$ cat config.mk
export PLATFORM = sky130hd
export DESIGN_NAME = muldiv_sequencer
export DESIGN_NICKNAME = d
export VERILOG_FILES = /design/src/rtl/muldiv_sequencer.sv
export SDC_FILE = /design/constraint.sdc
export NUM_CORES = 1
export LEC_CHECK = 0
export CAP_MARGIN = 5
export CELL_PAD_IN_SITES_DETAIL_PLACEMENT = 1
export CELL_PAD_IN_SITES_GLOBAL_PLACEMENT = 1
export CORE_MARGIN = 2
export CORE_UTILIZATION = 40
export CTS_CLUSTER_SIZE = 10
export DETAILED_ROUTE_END_ITERATION = 16
export PLACE_DENSITY_LB_ADDON = 0.1
export REMOVE_ABC_BUFFERS = 1
export SLEW_MARGIN = 20
export SYNTH_ARGS = -nofsm -noshare
export SYNTH_HDL_FRONTEND = slang
export SYNTH_SLANG_ARGS = --single-unit
$ cat constraint.sdc
create_clock -name clk -period 3.75 [get_ports clk]
set_input_delay 0.5625 -clock clk [delete_from_list [all_inputs] [get_ports clk]]
set_output_delay 0.5625 -clock clk [all_outputs]
set_load 0.01 [all_outputs]
$ cat src/rtl/muldiv_sequencer.sv
// muldiv_sequencer: iterative unsigned MUL/DIV unit that stalls the pipeline while busy; `MULDIV_EARLY_EXIT_EN enables zero-operand early exit
module muldiv_sequencer #(
  parameter int WIDTH = 32
) (
  input  logic             clk,
  input  logic             reset,
  input  logic             start,
  input  logic [3:0]       alu_ctrl,
  input  logic [WIDTH-1:0] src_a,
  input  logic [WIDTH-1:0] src_b,
  output logic             busy,
  output logic             stall,
  output logic             done,
  output logic [WIDTH-1:0] hi,
  output logic [WIDTH-1:0] lo,
  output logic             div_zero
);
  localparam int CW = (WIDTH > 1) ? $clog2(WIDTH) : 1;
  localparam logic [3:0] OP_MUL = 4'd5;
  localparam logic [3:0] OP_DIV = 4'd4;
  typedef enum logic [1:0] {IDLE, MUL, DIV, DONE} state_t;
  state_t           state_q;
  logic [CW-1:0]    cnt_q;
  logic [WIDTH-1:0] acc_q, low_q, opd_q, hi_q, lo_q;
  logic             busy_q, done_q, dz_q;
  logic [WIDTH:0]   mul_sum, div_shift;
  logic [WIDTH-1:0] div_trial, mul_acc_d, mul_low_d, div_acc_d, div_low_d;
  logic             div_ok, last, acc_mul, acc_div, early;
  // one shift-add / restoring-subtract step on the shared acc:low pair, plus accept decode
  always_comb begin
    mul_sum   = {1'b0, acc_q} + (low_q[0] ? {1'b0, opd_q} : '0);
    mul_acc_d = mul_sum[WIDTH:1];
    mul_low_d = {mul_sum[0], low_q[WIDTH-1:1]};
    div_shift = {acc_q, low_q[WIDTH-1]};
    div_ok    = div_shift >= {1'b0, opd_q};
    div_trial = div_shift[WIDTH-1:0] - opd_q;
    div_acc_d = div_ok ? div_trial : div_shift[WIDTH-1:0];
    div_low_d = {low_q[WIDTH-2:0], div_ok};
    last      = cnt_q == CW'(WIDTH - 1);
    acc_mul   = start && alu_ctrl == OP_MUL;
    acc_div   = start && alu_ctrl == OP_DIV;
`ifdef MULDIV_EARLY_EXIT_EN
    early     = (acc_mul && (src_a == '0 || src_b == '0)) || (acc_div && src_b == '0);
`else
    early     = 1'b0;
`endif
  end
  // sequencer FSM: latches operands on accept, iterates WIDTH times, publishes hi/lo with a done pulse
  always_ff @(posedge clk) begin
    if (reset) begin
      state_q <= IDLE;
      cnt_q   <= '0;
      acc_q   <= '0;
      low_q   <= '0;
      opd_q   <= '0;
      hi_q    <= '0;
      lo_q    <= '0;
      busy_q  <= 1'b0;
      done_q  <= 1'b0;
      dz_q    <= 1'b0;
    end else begin
      case (state_q)
        IDLE: begin
          if (acc_mul || acc_div) begin
            cnt_q <= '0;
            acc_q <= '0;
            opd_q <= acc_mul ? src_a : src_b;
            low_q <= acc_mul ? src_b : src_a;
            dz_q  <= 1'b0;
            if (early) begin
              state_q <= DONE;
              done_q  <= 1'b1;
              hi_q    <= acc_mul ? '0 : src_a;
              lo_q    <= acc_mul ? '0 : '1;
              dz_q    <= acc_div;
            end else begin
              state_q <= acc_mul ? MUL : DIV;
              busy_q  <= 1'b1;
            end
          end
        end
        MUL: begin
          acc_q <= mul_acc_d;
          low_q <= mul_low_d;
          cnt_q <= last ? cnt_q : cnt_q + 1'b1;
          if (last) begin
            state_q <= DONE;
            busy_q  <= 1'b0;
            done_q  <= 1'b1;
            hi_q    <= mul_acc_d;
            lo_q    <= mul_low_d;
          end
        end
        DIV: begin
          acc_q <= div_acc_d;
          low_q <= div_low_d;
          cnt_q <= last ? cnt_q : cnt_q + 1'b1;
          if (last) begin
            state_q <= DONE;
            busy_q  <= 1'b0;
            done_q  <= 1'b1;
            hi_q    <= div_acc_d;
            lo_q    <= div_low_d;
            dz_q    <= opd_q == '0;
          end
        end
        DONE: begin
          state_q <= IDLE;
          done_q  <= 1'b0;
        end
      endcase
    end
  end
  assign busy     = busy_q;
  assign stall    = busy_q;
  assign done     = done_q;
  assign hi       = hi_q;
  assign lo       = lo_q;
  assign div_zero = dz_q;
endmodule
==> metrics.log, run 1 <==
INFO  metric status = finished, final reports clean
INFO  metric cts_setup_buffers = 0
INFO  metric final.setup.tns = 0 ns
INFO  metric remaining_drc_errors = 0
INFO  metric synthFlopType = sky130_fd_sc_hd__dfxtp_1
INFO  metric crit_path_start = opd_q[18]$_SDFFE_PP0P_
INFO  metric max_cap_violations = 0
INFO  metric synth_top_area_share = 27.53%
INFO  metric detail_route.wirelength = 46500 um
INFO  metric finish.cell_count_without_fillers = between 2000 and 2500
INFO  metric final_critical_path_setup_slack = 0.1743 ns
INFO  metric worst_slew_pin_slew = between 1 and 1.5 ns
INFO  metric slew-limit-headroom = 32.42%
INFO  metric finalCoreUtilization = 48.84%
INFO  metric grt_max_degree = 102
INFO  metric power.static_leakage = ~5.8 nW
INFO  metric peakVddDrop = ~380 uV
INFO  metric layout.nets = 1820
INFO  metric route.vias.total = 12620
INFO  metric area_delta_synth_final = 20.55%
INFO  metric hold_class = primary input to flop
INFO  metric synth_cell_types = 84
INFO  metric die_span_x = 179.8 um
INFO  metric synth_edf_count = 0
INFO  metric timing.setup.critical_path_class = flop to flop
INFO  metric synth_commonest_cells = sky130_fd_sc_hd__nor2_1, sky130_fd_sc_hd__dfxtp_1, sky130_fd_sc_hd__nand2_1, sky130_fd_sc_hd__a21oi_1, sky130_fd_sc_hd__clkbuf_1
INFO  metric critical_path.endpoint_type = flop
INFO  metric first_global_vias = about 13000
INFO  metric timing.clock.skew = 0.01574 ns
INFO  metric cts-root-buf = sky130_fd_sc_hd__clkbuf_16
INFO  metric fin_crit_sh = between 90% and 100%
INFO  metric yosys-top-cells-area = sky130_fd_sc_hd__dfxtp_1, sky130_fd_sc_hd__ha_1, sky130_fd_sc_hd__mux2i_1
INFO  metric route.detailed.wl_per_inst = 22.30 um
INFO  metric initial_core_util = 40.52%
INFO  metric synthesis.instances = 1584
INFO  metric global_route_wire_length_before_repair = 72900 um
INFO  metric io_buffers = roughly 140
INFO  metric initialDrtViolationCount = 799
INFO  metric boundaryPins = 139
INFO  metric floorplan.die_area = 32330 sq um
INFO  metric global_route.usage.total = 28.26%
INFO  metric synth_area = 12360 sq um
INFO  metric worst_skew_pair.late_latency = 0.47 ns
INFO  metric dpl_cell_area = 14280 sq um
INFO  metric antenna_cells_inserted = 0
INFO  metric cts_tree = yes
INFO  metric area_of_all_placed_cells_without_fillers = roughly 15000 sq um
INFO  metric tritoncts.num_buffers = 17
INFO  metric cts_max_level = 4
INFO  metric final_antenna_net_count = 0
INFO  metric regToRegStartpoint = opd_q[18]$_SDFFE_PP0P_
INFO  metric yosysMostFrequentCell = sky130_fd_sc_hd__nor2_1
INFO  metric clock_tree.buffer_depth = 2
INFO  metric via_per_inst = roughly 6
INFO  metric setup_viol = 0
INFO  metric synthDominantAreaCellType = sky130_fd_sc_hd__dfxtp_1
INFO  metric cts.reportedPaths.clkPinSlew = 0.08 ns
INFO  metric drive_gt1_share = about 7.5%
INFO  metric timing_max_transition_violations_final = 0
INFO  metric crit_path_start_kind = flop
INFO  metric max_freq = about 280 MHz
INFO  metric cts_hold_repair.buffers = 0
INFO  metric required = 4.12 ns
INFO  metric async_reset_ff_share = 0%
INFO  metric core_area = 30510 sq um
INFO  metric crit_path_max_fanout = 22
INFO  metric antenna_found_initial = 1
INFO  metric 1st_pass_router_iterations = 5
INFO  metric ys_warn_count = 0
INFO  metric die_h = 179.8 um
INFO  metric hp-start = reset
INFO  metric rsz0062_at_grt = false
INFO  metric ys_seq_elements = 170
INFO  metric min_period = 3.576 ns
INFO  metric report.final.hold_viol_count = 0
INFO  metric globalRoute.totalOverflow = 0
INFO  metric cp_data_arrival_time = between 3 and 4 ns
INFO  metric dp_hpwl = 33760 um
INFO  metric cell_rows = 64
INFO  metric place_ws = 0.1981 ns
INFO  metric gpl.final_weighted_congestion = 0.8965
INFO  metric syn_avg_cell_area = 7.804 sq um
INFO  metric power_density = between 500 and 600 nW/um^2
INFO  metric tritoncts_num_sinks = 170
INFO  metric synth_sequential_area_ratio = ~28%
INFO  metric placedCellCount = 2053
-- area by class of cell --
cell class	count	area (sq um)
inverter	59	221.5
sequential	170	3403
tap	396	495.5
multi-input combinational	1235	8307
clock inverter	13	180.2
fill	3698	15610
timing repair buffer	193	1862
clock buffer	19	432.9
-- flip-flops by register name (all words and copies together), names as in the netlist --
signal and count:
acc_q 32, busy 1, cnt_q 5, div_zero 1
done 1, hi 32, lo 32, low_q 32
opd_q 32, state_q 2
-- path summary, 6_finish.rpt --
path                             to  slack, ns  depth (start not counted)
max reg2reg  acc_q[27]$_SDFFE_PP0P_       0.17                         11
min           low_q[3]$_SDFFE_PP0P_       0.43                          2
min reg2reg      hi[6]$_SDFFE_PP0P_       0.50                          2
max          acc_q[27]$_SDFFE_PP0P_       0.17                         11
-- critical path, cell delays in order (launching register included) --
cell	delay, ns
sky130_fd_sc_hd__dfxtp_1	0.49
sky130_fd_sc_hd__inv_1	0.08
sky130_fd_sc_hd__ha_1	0.38
sky130_fd_sc_hd__a21o_1	0.23
sky130_fd_sc_hd__a311oi_1	0.28
sky130_fd_sc_hd__nor3_1	0.08
sky130_fd_sc_hd__or3_1	0.41
sky130_fd_sc_hd__a211oi_4	0.26
sky130_fd_sc_hd__or3_4	0.41
sky130_fd_sc_hd__nand2_4	0.23
sky130_fd_sc_hd__a221o_1	0.38
sky130_fd_sc_hd__a32o_1	0.24
-- routing by layer --
layer / track usage [%] / vias to the layer above / wire length [um]
met3: 4.234 / 61 / 2464
li1: - / 6044 / -
met4: 9.008 / 0 / 1126
met5: 0 / - / 0
met1: 38.44 / 6171 / 21900
met2: 45.95 / 348 / 21010
-- cell families after synthesis --
kind of cell             Yosys count  share of synthesized area, %
XOR/XNOR                          48                         3.401
AND/OR/NAND/NOR                  494                         18.59
buffers and inverters            179                         5.749
flip-flops                       170                         27.53
adder cells (fa/ha/maj)           73                         7.510
AO/OA/AOI/OAI                    548                         31.37
multiplexers                      72                         5.850
-- layout by cell type, fill, tap and decap left out, types with 9 or more instances in the layout --
cell and count:
sky130_fd_sc_hd__nor2_1 180, sky130_fd_sc_hd__dfxtp_1 170, sky130_fd_sc_hd__nand2_1 144, sky130_fd_sc_hd__clkdlybuf4s50_1 136
sky130_fd_sc_hd__a21oi_1 113, sky130_fd_sc_hd__a211oi_1 92, sky130_fd_sc_hd__o21ai_0 77, sky130_fd_sc_hd__mux2i_1 70
sky130_fd_sc_hd__ha_1 69, sky130_fd_sc_hd__inv_1 58, sky130_fd_sc_hd__buf_4 50, sky130_fd_sc_hd__a21o_1 40
sky130_fd_sc_hd__a311oi_1 39, sky130_fd_sc_hd__and2_1 37, sky130_fd_sc_hd__a221oi_1 35, sky130_fd_sc_hd__xnor2_1 30
sky130_fd_sc_hd__nand3_1 29, sky130_fd_sc_hd__and3_1 21, sky130_fd_sc_hd__o211ai_1 19, sky130_fd_sc_hd__xor2_1 18
sky130_fd_sc_hd__a22oi_1 18, sky130_fd_sc_hd__clkbuf_16 17, sky130_fd_sc_hd__nor3_1 15, sky130_fd_sc_hd__o21a_1 14
sky130_fd_sc_hd__nand4_1 12, sky130_fd_sc_hd__nor4_1 11, sky130_fd_sc_hd__o21ai_1 10, sky130_fd_sc_hd__or3_1 9
-- stage by stage --
step | power (W) | hold slack (ns)
after CTS | 0.007853 | 0.4161
after floorplan | 0.004462 | 0.4700
after global routing | 0.008277 | 0.4413
after detailed placement | 0.005899 | 0.4876
final | 0.007865 | 0.4308
after global placement | 0.005839 | 0.4754
-- what timing repair did --
item                                    in CTS  in global routing
endpoints found under the setup margin       0                  5
hold endpoints to repair                     0                  0
gates resized for setup                      0                  5
-- where the power goes --
part           leakage, nW  internal (W)  switching, W
registers             1.37       0.00193      0.000177
clock network        0.293       0.00107      0.000877
logic                 4.16       0.00131       0.00250
total                 5.82       0.00431       0.00356
(Power assumes the default switching activity.)
==> run 2: changes to the inputs <==
--- a/config.mk
+++ b/config.mk
@@ -9,7 +9,7 @@
 export CELL_PAD_IN_SITES_DETAIL_PLACEMENT = 1
 export CELL_PAD_IN_SITES_GLOBAL_PLACEMENT = 1
 export CORE_MARGIN = 2
-export CORE_UTILIZATION = 40
+export CORE_UTILIZATION = 46
 export CTS_CLUSTER_SIZE = 10
 export DETAILED_ROUTE_END_ITERATION = 16
 export PLACE_DENSITY_LB_ADDON = 0.1
==> constraint.sdc (replaced) <==
create_clock -name clk -period 4.2 [get_ports clk]
set_input_delay 0.63 -clock clk [delete_from_list [all_inputs] [get_ports clk]]
set_output_delay 0.63 -clock clk [all_outputs]
set_load 0.01 [all_outputs]
==> metrics.log, run 2 (synthesis gave the netlist of run 1 again) <==
INFO  metric peakVddDrop = 330.7 uV (-13%)
INFO  metric hp-start = hi[7]$_SDFFE_PP0P_
INFO  metric highest_layer = met4
INFO  metric cts_hold_repair.buffers = 0 (unchanged)
INFO  metric grt_max_degree = 72 (-29%)
INFO  metric cts-root-buf = sky130_fd_sc_hd__clkbuf_16
INFO  metric route.vias.total = 12690 (+0.51%)
INFO  metric fin_crit_sh = 90.42% (-4.9 points)
INFO  metric floorplan.die_area = 28200 sq um (-13%)
INFO  metric max_freq = 263.3 MHz (-5.8%)
INFO  metric core_area = 26650 sq um (-13%)
INFO  metric final_critical_path_setup_slack = 0.4024 ns (+0.2281 ns)
INFO  metric remaining_drc_errors = 0 (unchanged)
INFO  metric required = 4.52 ns (+0.40 ns)
INFO  metric met3_layer_wire_length_in_the_routed_design = 2747 um (+11%)
INFO  metric setup_viol = 0 (unchanged)
INFO  metric final.setup.tns = 0 ns (unchanged)
INFO  metric mostFrequentLayoutCell = sky130_fd_sc_hd__nor2_1
INFO  metric place_ws = 0.4980 ns (+0.2999 ns)
INFO  metric filler_cell_count = 3279 (-11%)
INFO  metric hold_class = flop to flop
INFO  metric slew-limit-headroom = 28.58% (-3.8 points)
INFO  metric route.detailed.wl_per_inst = 22.78 um (+2.2%)
INFO  metric global_route_wire_length_before_repair = 71900 um (-1.4%)
INFO  metric antenna_cells_inserted = 0 (unchanged)
INFO  metric boundaryPins = 139 (unchanged)
INFO  metric drive_gt1_share = 6.186% (-1.3 points)
INFO  metric dpl_cell_area = 13980 sq um (-2.1%)
INFO  metric io_buffers = 138 (unchanged)
INFO  metric max_cap_violations = 0 (unchanged)
INFO  metric antenna_found_initial = 0 (-1)
INFO  metric gpl.final_weighted_congestion = 0.9076 (+1.2%)
INFO  metric worst_hold_slack = 0.4987 ns (+0.06794 ns)
INFO  metric clock_tree.buffer_depth = 2 (unchanged)
INFO  metric first_global_vias = 13130 (+2.1%)
INFO  metric cts.reportedPaths.clkPinSlew = 0.08 ns (about the same)
INFO  metric most-common-layout-cells = sky130_fd_sc_hd__nor2_1, sky130_fd_sc_hd__dfxtp_1, sky130_fd_sc_hd__nand2_1
INFO  metric wl_met2 = 21340 um (+1.6%)
INFO  metric cts_tree = yes
INFO  metric timing.hold.worst_path_depth = 2 (unchanged)
INFO  metric tritoncts.num_buffers = 17 (unchanged)
INFO  metric tritoncts_num_sinks = 170 (unchanged)
INFO  metric rrSetupSlack = 0.40 ns (+0.23 ns)
INFO  metric r2r.worst_path.cells = 12 (+1)
INFO  metric area_delta_synth_final = 18.18%
INFO  metric final_antenna_net_count = 0 (unchanged)
INFO  metric die_h = 167.9 um (-6.6%)
INFO  metric area_of_all_placed_cells_without_fillers = 14610 sq um (-2.0%)
INFO  metric worst_slew_pin_slew = 1.071 ns (+0.05767 ns)
INFO  metric timing.clock.skew = 0.01543 ns (-0.0003075 ns)
INFO  metric detail_route.wirelength = 45700 um (-1.7%)
INFO  metric min_period = 3.798 ns (+0.2219 ns)
INFO  metric 1st_pass_router_iterations = 5 (unchanged)
INFO  metric drt-met1-wl = 20100 um (-8.2%)
INFO  metric cp_data_arrival_time = 4.12 ns (+0.18 ns)
INFO  metric initialDrtViolationCount = 741 (-7.3%)
INFO  metric min_delay_worst_endpoint = hi[7]$_SDFFE_PP0P_
INFO  metric globalRoute.totalOverflow = 0 (unchanged)
INFO  metric timing.setup.critical_path_class = flop to flop
INFO  metric rsz0062_at_grt = false
INFO  metric global_route.usage.total = 32.03% (+3.8 points)
INFO  metric cts_setup_buffers = 0 (unchanged)
INFO  metric cts_max_level = 4 (unchanged)
INFO  metric report.final.hold_viol_count = 0 (unchanged)
INFO  metric initial_core_util = 46.38% (+5.9 points)
INFO  metric worst_skew_pair.late_latency = 0.46 ns (about the same)
INFO  metric crit_path_max_fanout = 34 (+55%)
INFO  metric dp_hpwl = 32930 um (-2.5%)
INFO  metric critical_path.endpoint_type = flop
INFO  metric status = finished, final reports clean
INFO  metric layout.nets = 1796 (-1.3%)
INFO  metric regToRegStartpoint = low_q[0]$_SDFFE_PP0P_
INFO  metric crit_path_start_kind = flop
INFO  metric timing_max_transition_violations_final = 0 (unchanged)
INFO  metric cts.repair.resized = 0 (unchanged)
INFO  metric cell_rows = 60 (-6.3%)
INFO  metric r2r-end = hi[31]$_SDFFE_PP0P_
INFO  metric power_density = 477.6 nW/um^2 (-9.5%)
INFO  metric die_span_x = 167.9 um (-6.6%)
INFO  metric via_per_inst = 6.325 (+4.5%)
INFO  metric power.static_leakage = 5.688 nW (-2.3%)
run 2: how the worst max path moves through the flow:
stage	endpoint	start	slack (ns)	cells past startpoint
3_3_place_gp	hi[31]$_SDFFE_PP0P_	low_q[0]$_SDFFE_PP0P_	0.58	12
3_5_place_dp	hi[28]$_SDFFE_PP0P_	opd_q[0]$_SDFFE_PP0P_	0.50	12
4_1_cts	hi[31]$_SDFFE_PP0P_	low_q[0]$_SDFFE_PP0P_	0.46	12
2_1_floorplan	acc_q[19]$_SDFFE_PP0P_	alu_ctrl[3]	-1.60	6
6_report	hi[31]$_SDFFE_PP0P_	low_q[0]$_SDFFE_PP0P_	0.40	12
5_1_grt	hi[31]$_SDFFE_PP0P_	low_q[0]$_SDFFE_PP0P_	0.24	12
run 2: routing by layer:
layer,global-route usage (%),up-vias
met5,0,-
met4,12.59,0
met3,6.018,80
met2,53.41,376
met1,41.00,6234
li1,-,5998
run 2: cell type report:
cell class                 instances  area, sq um  share of cell area, %
timing repair buffer             169         1632                  11.17
sequential                       170         3403                  23.30
inverter                          59        222.7                  1.524
tap                              341        426.7                  2.921
clock buffer                      18        439.2                  3.006
clock inverter                    14        190.2                  1.302
multi-input combinational       1235         8295                  56.78
run 2: power by group:
| part | internal (W) | leakage (nW) | switching [W] |
|---|---|---|---|
| clock network | 0.000835 | 0.304 | 0.000886 |
| registers | 0.00173 | 1.37 | 0.000161 |
| logic | 0.00114 | 4.01 | 0.00223 |
| total | 0.00370 | 5.69 | 0.00328 |
run 2: critical path: stages (launching register included):
cell                        delay [ns]
sky130_fd_sc_hd__dfxtp_1          0.35
sky130_fd_sc_hd__buf_4            0.34
sky130_fd_sc_hd__and2_1           0.19
sky130_fd_sc_hd__ha_1             0.29
sky130_fd_sc_hd__a211o_1          0.28
sky130_fd_sc_hd__a21oi_1          0.29
sky130_fd_sc_hd__o21ai_0          0.20
sky130_fd_sc_hd__a21oi_1          0.36
sky130_fd_sc_hd__a2bb2oi_2        0.24
sky130_fd_sc_hd__o31ai_4          0.13
sky130_fd_sc_hd__a221o_1          0.38
sky130_fd_sc_hd__a2111oi_0        0.52
sky130_fd_sc_hd__a211oi_1         0.08
run 2: per-stage QoR:
step | cells | power [W] | utilization, %
6_report | 2006 | 0.006978 | 54.82
3_3_place_gp | 1974 | 0.005096 | 52.45
3_5_place_dp | 1974 | 0.005196 | 52.45
2_1_floorplan | 1464 | 0.003984 | -
4_1_cts | 2006 | 0.006921 | 54.81
5_1_grt | 2006 | 0.007302 | 54.82
